`config.mk`:
```
export PLATFORM = sky130hd
export DESIGN_NAME = mem_stall_ctrl
export DESIGN_NICKNAME = d
export VERILOG_FILES = /design/src/rtl/mem_stall_ctrl.sv
export SDC_FILE = /design/constraint.sdc
export NUM_CORES = 1
export LEC_CHECK = 0
export ABC_AREA = 1
export BUFFER_PORTS_ARGS = -buffer_cell sky130_fd_sc_hd__clkbuf_2
export CELL_PAD_IN_SITES_DETAIL_PLACEMENT = 2
export CELL_PAD_IN_SITES_GLOBAL_PLACEMENT = 2
export CORE_MARGIN = 8
export CORE_UTILIZATION = 28
export DETAILED_ROUTE_END_ITERATION = 10
export PLACE_DENSITY_LB_ADDON = 0.05
export SLEW_MARGIN = 20
export SYNTH_ARGS = -nofsm -noshare
export SYNTH_HDL_FRONTEND = slang
export SYNTH_SLANG_ARGS = --single-unit
```
`constraint.sdc`:
```
create_clock -name clk -period 3.5 [get_ports clk]
set_input_delay 0.7 -clock clk [delete_from_list [all_inputs] [get_ports clk]]
set_output_delay 0.7 -clock clk [all_outputs]
set_load 0.01 [all_outputs]
```
`src/rtl/mem_stall_ctrl.sv`:
```
`default_nettype none
// ============================================================================
// Module      : mem_stall_ctrl
// Description : Sequences MEM-stage loads/stores onto a 16-bit external SRAM.
//               Each 32-bit access is split into a low and a high half-word
//               phase of SRAM_WAIT cycles each. ready is combinational and
//               stalls the pipeline while an access is in flight.
// Revision    : 1.0 - initial release
// ============================================================================
module mem_stall_ctrl #(
   parameter int unsigned BASE_ADDR = 1024,
   parameter int unsigned SRAM_WAIT = 2
) (
   input  logic        clk,
   input  logic        rst,
   input  logic        MEM_R_EN,
   input  logic        MEM_W_EN,
   input  logic [31:0] ALU_result,
   input  logic [31:0] ST_Val,
   output logic [31:0] read_data,
   output logic        ready,
   output logic [17:0] SRAM_ADDR,
   output logic [15:0] SRAM_DQ_out,
   output logic        SRAM_DQ_oe,
   input  logic [15:0] SRAM_DQ_in,
   output logic        SRAM_WE_N
);

   localparam int unsigned c_CNT_W = $clog2(SRAM_WAIT + 1);

   typedef enum logic [1:0] {
      S_IDLE = 2'd0,
      S_LO   = 2'd1,
      S_HI   = 2'd2,
      S_DONE = 2'd3
   } state_t;

   state_t               r_state;
   state_t               w_next_state;
   logic [c_CNT_W-1:0]   r_cnt;
   logic [16:0]          r_word;
   logic [31:0]          r_st_val;
   logic                 r_is_write;
   logic [31:0]          r_read_data;

   logic                 w_req;
   logic                 w_last;
   logic [31:0]          w_offset;
   logic [16:0]          w_word;
   logic                 w_unused_bits;

   // Byte offset into the SRAM window; only the word index is kept, the
   // byte-lane bits and anything above the 512 KiB window are dropped.
   assign w_offset      = ALU_result - 32'(BASE_ADDR);
   assign w_word        = w_offset[18:2];
   assign w_unused_bits = ^{w_offset[31:19], w_offset[1:0]};

   assign w_req     = MEM_R_EN | MEM_W_EN;
   assign w_last    = (r_cnt == c_CNT_W'(SRAM_WAIT - 1));
   assign read_data = r_read_data;

   // State register; reset aborts any access in flight immediately.
   always_ff @(posedge clk or negedge rst) begin
      if (!rst) begin
         r_state <= S_IDLE;
      end else begin
         r_state <= w_next_state;
      end
   end

   // Next-state decode and SRAM pin / ready outputs, all derived from state.
   always_comb begin
      w_next_state = r_state;
      ready        = 1'b0;
      SRAM_ADDR    = 18'd0;
      SRAM_DQ_out  = 16'd0;
      SRAM_DQ_oe   = 1'b0;
      SRAM_WE_N    = 1'b1;
      case (r_state)
         S_IDLE: begin
            ready = ~w_req;
            if (w_req) begin
               w_next_state = S_LO;
            end
         end
         S_LO: begin
            SRAM_ADDR = {r_word, 1'b0};
            if (r_is_write) begin
               SRAM_WE_N   = 1'b0;
               SRAM_DQ_oe  = 1'b1;
               SRAM_DQ_out = r_st_val[15:0];
            end
            if (w_last) begin
               w_next_state = S_HI;
            end
         end
         S_HI: begin
            SRAM_ADDR = {r_word, 1'b1};
            if (r_is_write) begin
               SRAM_WE_N   = 1'b0;
               SRAM_DQ_oe  = 1'b1;
               SRAM_DQ_out = r_st_val[31:16];
            end
            if (w_last) begin
               w_next_state = S_DONE;
            end
         end
         S_DONE: begin
            // Enables still visible here belong to the access just finished.
            ready        = 1'b1;
            w_next_state = S_IDLE;
         end
         default: begin
            w_next_state = S_IDLE;
         end
      endcase
   end

   // Request latch, phase counter and load-data capture.
   always_ff @(posedge clk or negedge rst) begin
      if (!rst) begin
         r_cnt       <= '0;
         r_word      <= '0;
         r_st_val    <= '0;
         r_is_write  <= 1'b0;
         r_read_data <= '0;
      end else begin
         case (r_state)
            S_IDLE: begin
               if (w_req) begin
                  r_word     <= w_word;
                  r_st_val   <= ST_Val;
                  r_is_write <= MEM_W_EN;
                  r_cnt      <= '0;
               end
            end
            S_LO: begin
               if (w_last) begin
                  r_cnt <= '0;
                  if (!r_is_write) begin
                     r_read_data[15:0] <= SRAM_DQ_in;
                  end
               end else begin
                  r_cnt <= r_cnt + c_CNT_W'(1);
               end
            end
            S_HI: begin
               if (w_last) begin
                  r_cnt <= '0;
                  if (!r_is_write) begin
                     r_read_data[31:16] <= SRAM_DQ_in;
                  end
               end else begin
                  r_cnt <= r_cnt + c_CNT_W'(1);
               end
            end
            default: begin
               r_cnt <= '0;
            end
         endcase
      end
   end

endmodule
`default_nettype wire

```
==> impl_metrics.json, run 1 <==
{
  "outcome": "complete, no violations",
  "cts_buffers": 9,
  "h-tree-depth": 3,
  "fillers": 1617,
  "cts_tree": "done",
  "path_max_fanout": 18,
  "timing.rr.end": "r_word[0]",
  "die_y_um": 133,
  "slowest_delay_ns": 0.46,
  "drtAntennaViolNets": 0,
  "finalClockSkew_ns": 0.00601,
  "core_area_sq_um": 13700,
  "top_usage_layer": "met2",
  "yosysSeqAreaShare": 0.560,
  "vias": 3605,
  "clock_tree.buffer_depth": 2,
  "start_kind": "flip-flop",
  "hpwl_um": 9570,
  "synthesis.area_sq_um": 3840,
  "use_met3": 0.0361,
  "antenna_found_initial": 0,
  "fin_crit_ns": 2.97,
  "cpMaxStageDelayCell": "nand2_1",
  "grt_max_degree": 46,
  "slew_viol_final": 0,
  "crit_type": "reg -> out",
  "place_congestion": 0.761,
  "r2r_slack_ns": 1.58,
  "use_met1": 0.177,
  "power_leakage_nw": 2.80,
  "drcViolationCount": 0,
  "cts_resized": 0,
  "hold_slack_ns": 0.368,
  "nets": 707,
  "dp.cells": 786,
  "fp.dieW_um": 133,
  "p_per_area_nw_per_um2": 920,
  "grt_pass1_wl_um": 21200,
  "path_clk_slew_ns": 0.07,
  "synth_fp_nets": 572,
  "grt_use_total": 0.150,
  "tightest_slew_ns": 0.831,
  "ctsHoldBuffers": 0,
  "tns_ns": 0,
  "syn2layout_area_growth_pct": 30.6,
  "crit_path_end_kind": "output port",
  "clock_sinks": 86,
  "first_pass_iters": 4,
  "fp-row-count": 43,
  "diodes": 0,
  "p_clk_frac": 0.215,
  "stdcell_count": 802,
  "clkLatencyLatePin_ns": 0.34,
  "r2r_cells": 7,
  "synth-seq-cells": 86,
  "intPower_mw": 2.70,
  "port_buffers": 137,
  "p_seq_frac": 0.377,
  "final.period_utilization": 0.848,
  "cp_top_family": "simple AND/OR/NAND/NOR gates",
  "crit_path_cell_trace": "inv_1 > ha_1 > nand2_1 > a21oi_1 > clkbuf_2",
  "timing.rr.start": "r_state[0]",
  "met2_usage": 0.261,
  "synth_cell_type_count": 17,
  "cp_num_cells": 5,
  "fmaxAchievable_mhz": 337,
  "grt_pass1_vias": 4188,
  "hold_class": "in -> async",
  "syn_avg_cell_area_sq_um": 7.98,
  "synth_cells": 482,
  "cts_setup_buffers": 0,
  "final_core_util": 0.368,
  "swShare": 0.415,
  "ys_warn_count": 0,
  "pwr-share-comb": 0.408,
  "cap_violations": 0,
  "start_util": 0.281,
  "slew_headroom": 0.446,
  "worst-path-buf-inv": 2,
  "die_area_sq_um": 17700,
  "grt_overflow_total": 0,
  "setup_viol": 0,
  "worst_ir_drop_vdd_v": 0.000215,
  "viasPerCell": 4.50,
  "drt_iter0_drc": 136,
  "io_pins": 153,
  "arrival_ns": 2.27,
  "p_switching_mw": 1.92,
  "drt-total-wl_um": 12900,
  "rsz0062_at_grt": "false",
  "drive_above_1_share": 0.268,
  "wl_per_cell_um": 16.1,
  "cts-root-buf": "clkbuf_16",
  "hold_viol_final": 0,
  "worstPathRequired_ns": 2.80
}
metrics by stage:
step | worst slack [ns] | instance area (sq um) | power [mW]
global route | 0.327 | 5020 | 5.04
global placement | 0.881 | 4720 | 3.61
finish | 0.530 | 5020 | 4.62
floorplan | 1.38 | 3840 | 2.87
CTS | 0.429 | 5020 | 4.75
detailed placement | 0.807 | 4720 | 3.72
registers in the layout, indices dropped and copies added, names as in the netlist:
name        cells
read_data      32
r_state         2
r_st_val       32
r_is_write      1
r_word         17
r_cnt           2
worst register-to-register path: cells and delay by family (launching register included):
family	cells	cell delay [ns]
AOI/OAI and AO/OA	2	0.18
adders and majority gates	1	0.24
and+or+nand+nor	1	0.07
buffers and inverters	3	0.92
DFF	1	0.41
kinds of logic (layout without fill, tap and decap cells):
logic type,count (synthesis),after routing,share of synthesized area
AO/OA/AOI/OAI,72,72,0.0963
AND/OR/NAND/NOR,242,242,0.241
adder cells (fa/ha/maj),6,6,0.0195
flip-flops,86,86,0.560
buffers and inverters,76,216,0.0830
routing by layer:
| metal | part of all wire | vias to the layer above |
|---|---|---|
| li1 | - | 1747 |
| met1 | 0.45 | 1771 |
| met2 | 0.50 | 76 |
| met3 | 0.036 | 11 |
| met4 | 0.011 | 0 |
| met5 | 0 | - |
cells in the final DEF, fill, tap and decap left out:
master,netlist,layout
o21ai_0,48,48
o21ai_4,0,1
or2_2,1,1
buf_4,0,10
a21oi_1,19,19
o21ai_2,2,1
nand2_1,195,195
inv_1,53,53
clkinv_4,0,1
nor2_1,33,33
bufinv_16,0,1
clkbuf_16,0,9
clkbuf_2,0,136
inv_6,0,3
dfrtp_1,86,86
o21ai_1,1,1
a31oi_1,2,2
clkinvlp_4,0,2
nor2_2,1,1
inv_2,1,1
nand3_1,12,12
ha_1,6,6
final cells by class:
type | count | area [sq um] | area share
Clock buffer | 9 | 225 | 0.0448
Clock inverter | 7 | 80.1 | 0.0159
Inverter | 54 | 203 | 0.0404
Multi-Input combinational cell | 320 | 1380 | 0.275
Sequential cell | 86 | 2150 | 0.428
Tap cell | 180 | 225 | 0.0448
Timing Repair Buffer | 146 | 756 | 0.150
Yosys cell counts:
| cell | n | area (sq um) |
|---|---|---|
| a21oi_1 | 19 | 95.1 |
| nor2_1 | 33 | 124 |
| inv_1 | 53 | 199 |
| buf_6 | 2 | 22.5 |
| a31oi_1 | 2 | 12.5 |
| clkbuf_1 | 5 | 18.8 |
| nor2_2 | 1 | 6.26 |
| inv_2 | 1 | 3.75 |
| nand2_1 | 195 | 732 |
| dfrtp_1 | 86 | 2150 |
| or2_2 | 1 | 6.26 |
| ha_1 | 6 | 75.1 |
| o21ai_0 | 48 | 240 |
| buf_2 | 15 | 75.1 |
| nand3_1 | 12 | 60.1 |
| o21ai_2 | 2 | 17.5 |
| o21ai_1 | 1 | 5.00 |
worst max-delay path by stage:
stage,end,start
after floorplan,SRAM_ADDR[10],r_state[0]
after global placement,SRAM_DQ_out[5],r_state[0]
after detailed placement,SRAM_DQ_out[5],r_state[0]
after CTS,SRAM_DQ_out[5],r_state[0]
after global routing,SRAM_DQ_out[0],r_state[0]
final,SRAM_DQ_out[13],r_state[0]
power by group through the flow:
| stage | Sequential (mW) | Clock [mW] | Combinational (mW) |
|---|---|---|---|
| 2_1_floorplan | 1.79 | 0 | 1.09 |
| 3_3_place_gp | 1.74 | 0 | 1.87 |
| 3_5_place_dp | 1.76 | 0 | 1.96 |
| 4_1_cts | 1.75 | 1.03 | 1.97 |
| 5_1_grt | 1.80 | 1.08 | 2.17 |
| 6_report | 1.74 | 0.992 | 1.89 |
(Power assumes the default switching activity.)
==> inputs of run 2 (changes only) <==
- ABC_AREA: 1 -> 0
- CORE_UTILIZATION: 28 -> 26
- clock period: 3.5 -> 2.6 ns (I/O delays scaled with it)
==> run 2 against run 1 <==
Against the previous run: wire length is 6.6% lower; synthesized cell count decreased by 23%; core utilization shrank 1.8 points; via count decreased by 12%; sequential share of layout area about the same; non-clock buffer count up 2; die area up 5.2%.
==> impl_metrics.json, run 2 <==
{
  "outcome": "complete, no violations",
  "slowest_delay_ns": 0.47,
  "synth_fp_nets": 462,
  "antenna_found_initial": 0,
  "synth_top_family_by_area": "simple AND/OR/NAND/NOR gates",
  "viasPerCell": 4.55,
  "total_power_mw": 6.40,
  "hold_slack_ns": 0.179,
  "die_y_um": 137,
  "drtAntennaViolNets": 0,
  "rsz0062_at_grt": "false",
  "synth-seq-cells": 86,
  "slew_headroom": 0.610,
  "timing.rr.end": "read_data[25]",
  "diodes": 0,
  "clkLatencyLatePin_ns": 0.33,
  "syn_avg_cell_area_sq_um": 10.2,
  "die_area_sq_um": 18700,
  "syn2layout_area_growth_pct": 32.9,
  "timing.rr.start": "r_state[0]",
  "fmaxAchievable_mhz": 409,
  "place_congestion": 0.693,
  "r2r_cells": 6,
  "hold_viol_final": 0,
  "yosys.area.top_type_share": 0.569,
  "cts_buffers": 9,
  "hpwl_um": 8890,
  "fp.dieW_um": 137,
  "cts_tree": "done",
  "ys_warn_count": 0,
  "grt_pass1_vias": 3773,
  "finalClockSkew_ns": 0.00678,
  "crit_path_cell_trace": "inv_1 > ha_1 > or2_1 > and3_1 > clkbuf_2",
  "core_area_sq_um": 14400,
  "swShare": 0.384,
  "path_clk_slew_ns": 0.06,
  "tns_ns": 0,
  "yosys.area_share.simple": 0.210,
  "fin_crit_ns": 2.44,
  "ys_top_cells_by_area": "dfrtp_1 57%, nand2_1 13%, mux2_2 10%",
  "grt_max_degree": 43,
  "tightest_slew_ns": 0.584,
  "synth_edf_count": 0,
  "synth-adder-area-share": 0.0199,
  "grt_pass1_wl_um": 19700,
  "setup_viol": 0,
  "first_pass_iters": 4,
  "synth_xor_area_frac": 0.00463,
  "grt_overflow_total": 0,
  "nets": 600,
  "clock_tree.buffer_depth": 2,
  "synth_mux_area_frac": 0.101,
  "cpMaxStageDelayCell": "or2_1",
  "cts-root-buf": "clkbuf_16",
  "port_buffers": 137,
  "p_per_area_nw_per_um2": 1270,
  "intPower_mw": 3.94,
  "cp_top_family": "simple AND/OR/NAND/NOR gates",
  "cts_setup_buffers": 0,
  "pwr-share-comb": 0.429,
  "h-tree-depth": 3,
  "crit_path_end_kind": "output port",
  "dpl_cell_area_sq_um": 4720,
  "p_clk_frac": 0.202,
  "synth_cells": 372,
  "fp-row-count": 44,
  "postLayoutSetupSlackWorst_ns": 0.156,
  "wl_per_cell_um": 17.3,
  "drt-total-wl_um": 12100,
  "pre_cts_slack_ns": 0.210,
  "io_pins": 153,
  "worst_ir_drop_vdd_v": 0.000377,
  "worst-path-buf-inv": 2,
  "clock_sinks": 86,
  "grt_use_total": 0.134,
  "ys.flop_type": "dfrtp_1",
  "yosysSeqAreaShare": 0.569,
  "start_kind": "flip-flop",
  "yosys-top-cells-count": "128 x nand2_1, 86 x dfrtp_1, 34 x mux2_2",
  "hold_class": "in -> async",
  "design_area_sq_um": 5030,
  "mostFrequentLayoutCell": "clkbuf_2",
  "synthesis.area_sq_um": 3780,
  "path_max_fanout": 18,
  "cap_violations": 0,
  "p_seq_frac": 0.369,
  "worstPathRequired_ns": 2.08,
  "start_util": 0.263,
  "arrival_ns": 1.92,
  "final.period_utilization": 0.940,
  "synth_most_common_cell": "nand2_1",
  "final_cell_mix": "136 x clkbuf_2, 128 x nand2_1, 86 x dfrtp_1",
  "vias": 3181,
  "synth_compound_area_frac": 0.0649,
  "drcViolationCount": 0,
  "synthArstFlopShare": 1.00,
  "drive_above_1_share": 0.392,
  "drt_iter0_drc": 95,
  "p_switching_mw": 2.46,
  "crit_type": "reg -> out",
  "slew_viol_final": 0,
  "power_leakage_nw": 2.63,
  "synth_cell_type_count": 30,
  "synth_top_cell_by_area": "dfrtp_1",
  "r2r_slack_ns": 0.61
}
==> run 2: worst register-to-register path: stages, from the launching register on <==
cell	delay, ns
dfrtp_1	0.40
inv_1	0.14
ha_1	0.20
buf_4	0.28
nor3b_2	0.21
buf_4	0.27
mux2_2	0.37
==> run 2: worst max path at each step <==
stage | start | to | cells after the start | slack (ns)
after floorplan | r_state[0] | SRAM_ADDR[10] | 7 | 0.45
after global placement | r_state[0] | SRAM_ADDR[5] | 5 | 0.36
after CTS | r_state[0] | SRAM_ADDR[11] | 5 | 0.10
after global routing | r_state[0] | SRAM_ADDR[2] | 5 | 0.001
after detailed placement | r_state[0] | SRAM_ADDR[11] | 5 | 0.21
final | r_state[0] | SRAM_ADDR[11] | 5 | 0.16
==> run 2: final cells by class <==
cell class              instances  area, sq um
clock buffers                  13          260
clock inverters                 3         42.5
fillers                      1627         9340
inverters                       5         18.8
multi-input cells             260         1530
flip-flops and latches         86         2150
well taps                     184          230
repair buffers                148          796
==> run 2: repair_timing <==
item / 4_1_cts / 5_1_grt
hold buffers: 0 / 0
setup endpoints to repair: 17 / 0
hold endpoints to repair: 0 / 0
resized for setup: 1 / 0
==> run 2: per-stage QoR <==
stage,utilization,std cells
final,0.350,699
after CTS,0.350,699
after global placement,0.329,683
after detailed placement,0.329,683
after floorplan,-,372
after global routing,0.350,699
==> run 2: kinds of logic after synthesis <==
logic type      Yosys count
mux                      34
xor+xnor                  2
buf+inv                  26
compound gates           36
flops                    86
simple gates            182
fa+ha+maj                 6
==> run 2: metal layers <==
metal  part of all wire  global-route usage
met1               0.45               0.168
met2               0.48               0.226
met3              0.055              0.0257
met4              0.013              0.0458
met5                  0                   0
==> run 2: power by group through the flow <==
| stage | sequential, mW | combinational (mW) | clock, mW |
|---|---|---|---|
| 6_report | 2.36 | 2.75 | 1.29 |
| 3_3_place_gp | 2.35 | 2.74 | 0 |
| 5_1_grt | 2.46 | 3.12 | 1.40 |
| 3_5_place_dp | 2.39 | 2.85 | 0 |
| 2_1_floorplan | 2.41 | 1.59 | 0 |
| 4_1_cts | 2.37 | 2.85 | 1.37 |
==> inputs of run 3 (changes only) <==
- clock period: 2.6 -> 2.1 ns (I/O delays scaled with it)
==> run 3 against run 2 <==
Against the previous run: clock skew down 0.0025 ns; largest power group unchanged; critical path depth up 1; die area unchanged; clock power up 33%; global-route usage up 0.062 points; worst setup slack worse by 0.21 ns; cell count up 1.6%; clock-buffer cell count down 1; via count up 2.4%; the run now ends with negative setup slack left; sequential share of layout area down 1.7 points.
==> impl_metrics.json, run 3 (synthesis gave the netlist of run 2 again) <==
{
  "nets": 611,
  "intPower_mw": 5.26,
  "p_seq_frac": 0.343,
  "multi_input_area_sq_um": 1600,
  "die_area_sq_um": 18700,
  "seqCellArea_sq_um": 2150,
  "worstPathRequired_ns": 1.68,
  "path_max_fanout": 5,
  "grt_pass1_wl_um": 19600,
  "fillers": 1618,
  "fin_crit_ns": 2.16,
  "syn2layout_area_growth_pct": 38.4,
  "power_leakage_nw": 2.72,
  "finalClockSkew_ns": 0.00427,
  "fp-row-count": 44,
  "port_buffers": 137,
  "io_pins": 153,
  "cap_violations": 0,
  "fmaxAchievable_mhz": 463,
  "arrival_ns": 1.74,
  "grt_overflow_total": 0,
  "core_area_sq_um": 14400,
  "met2_usage": 0.226,
  "drive_above_1_share": 0.435,
  "final.period_utilization": 1.03,
  "viasPerCell": 4.59,
  "clkLatencyLatePin_ns": 0.33,
  "tightest_slew_ns": 0.646,
  "start_kind": "flip-flop",
  "path_clk_slew_ns": 0.06,
  "drcViolationCount": 0,
  "start_util": 0.263,
  "h-tree-depth": 3,
  "cts_tree": "done",
  "grt_pass1_vias": 3699,
  "use_met1": 0.166,
  "drt_iter0_drc": 73,
  "hold_viol_final": 0,
  "vias": 3257,
  "total_power_mw": 8.52,
  "outcome": "finished with violations",
  "antenna_found_initial": 0,
  "postLayoutSetupSlackWorst_ns": -0.0575,
  "p_switching_mw": 3.26,
  "use_met3": 0.0312,
  "swShare": 0.383,
  "violations": "negative setup slack",
  "hold_slack_ns": 0.279,
  "drt-total-wl_um": 12400,
  "clock_sinks": 86,
  "p_clk_frac": 0.201,
  "top_usage_layer": "met2",
  "slew_headroom": 0.568,
  "hpwl_um": 8770,
  "grt_use_total": 0.135,
  "first_pass_iters": 4,
  "wl_per_cell_um": 17.4,
  "drtAntennaViolNets": 0,
  "cts_buffers": 9,
  "setup_viol": 20,
  "worst_ir_drop_vdd_v": 0.000535,
  "pwr-share-comb": 0.456,
  "mostFrequentLayoutCell": "nand2_1",
  "crit_path_end_kind": "output port",
  "diodes": 0,
  "fp.dieW_um": 137,
  "die_y_um": 137,
  "p_per_area_nw_per_um2": 1630,
  "slew_viol_final": 0,
  "rsz0062_at_grt": "true",
  "crit_type": "reg -> out",
  "grt_max_degree": 38,
  "place_congestion": 0.682,
  "hold_class": "in -> reg",
  "cts-root-buf": "clkbuf_16",
  "clock_tree.buffer_depth": 2,
  "final_cell_mix": "128 x nand2_1, 125 x clkbuf_2, 85 x dfrtp_1"
}
## run 3: final cells by class
class / instances / area share
clock buffer: 12 / 0.0471
sequential: 86 / 0.411
multi-input combinational: 260 / 0.305
clock inverter: 4 / 0.0134
tap: 184 / 0.0440
inverter: 5 / 0.00359
timing repair buffer: 159 / 0.175
## run 3: worst paths after layout
path	start	slack (ns)	cells after the start	endpoint
max	r_state[0]	-0.06	6	SRAM_ADDR[14]
min	ST_Val[4]	0.28	3	r_st_val[4]
max reg2reg	r_state[1]	0.31	6	read_data[8]
min reg2reg	r_word[1]	0.48	2	r_word[1]
max in group asynchronous	rst	0.88	3	read_data[13]
min in group asynchronous	rst	0.54	2	read_data[17]
## run 3: critical path, stage by stage, from the launching register on
cell      delay, ns
dfrtp_2        0.42
inv_2          0.08
ha_4           0.17
or2_4          0.28
buf_6          0.14
and3_1         0.18
clkbuf_2       0.13
## run 3: per-stage QoR
stage	instances	utilization	worst slack [ns]	instance area, sq um	TNS (ns)
floorplan	372	-	0.0510	3780	0
global placement	687	0.332	0.233	4770	0
detailed placement	687	0.332	0.192	4770	0
CTS	709	0.361	-0.0632	5190	-0.948
global route	710	0.364	-0.143	5230	-3.84
finish	710	0.364	-0.0575	5230	-0.837
## run 3: power groups by stage
stage               Sequential [mW]  Clock, mW  Combinational (mW)
floorplan                      2.99          0                1.97
global placement               2.88          0                3.57
detailed placement             2.94          0                3.64
CTS                            2.92       1.77                3.93
global route                   3.03       1.83                4.32
finish                         2.93       1.71                3.88
## run 3: routing by layer
layer / vias to the layer above / part of all wire
met4: 0 / 0.012
met2: 89 / 0.49
met1: 1628 / 0.44
met3: 10 / 0.059
met5: - / 0
li1: 1530 / -
## run 3: timing repair
action,4_1_cts,5_1_grt
pin swaps,0,1
resized for setup,23,18
endpoints found under the setup margin,34,35
cloned,2,0
buffers inserted,3,1
hold buffers,1,0
endpoints found under the hold margin,21,0
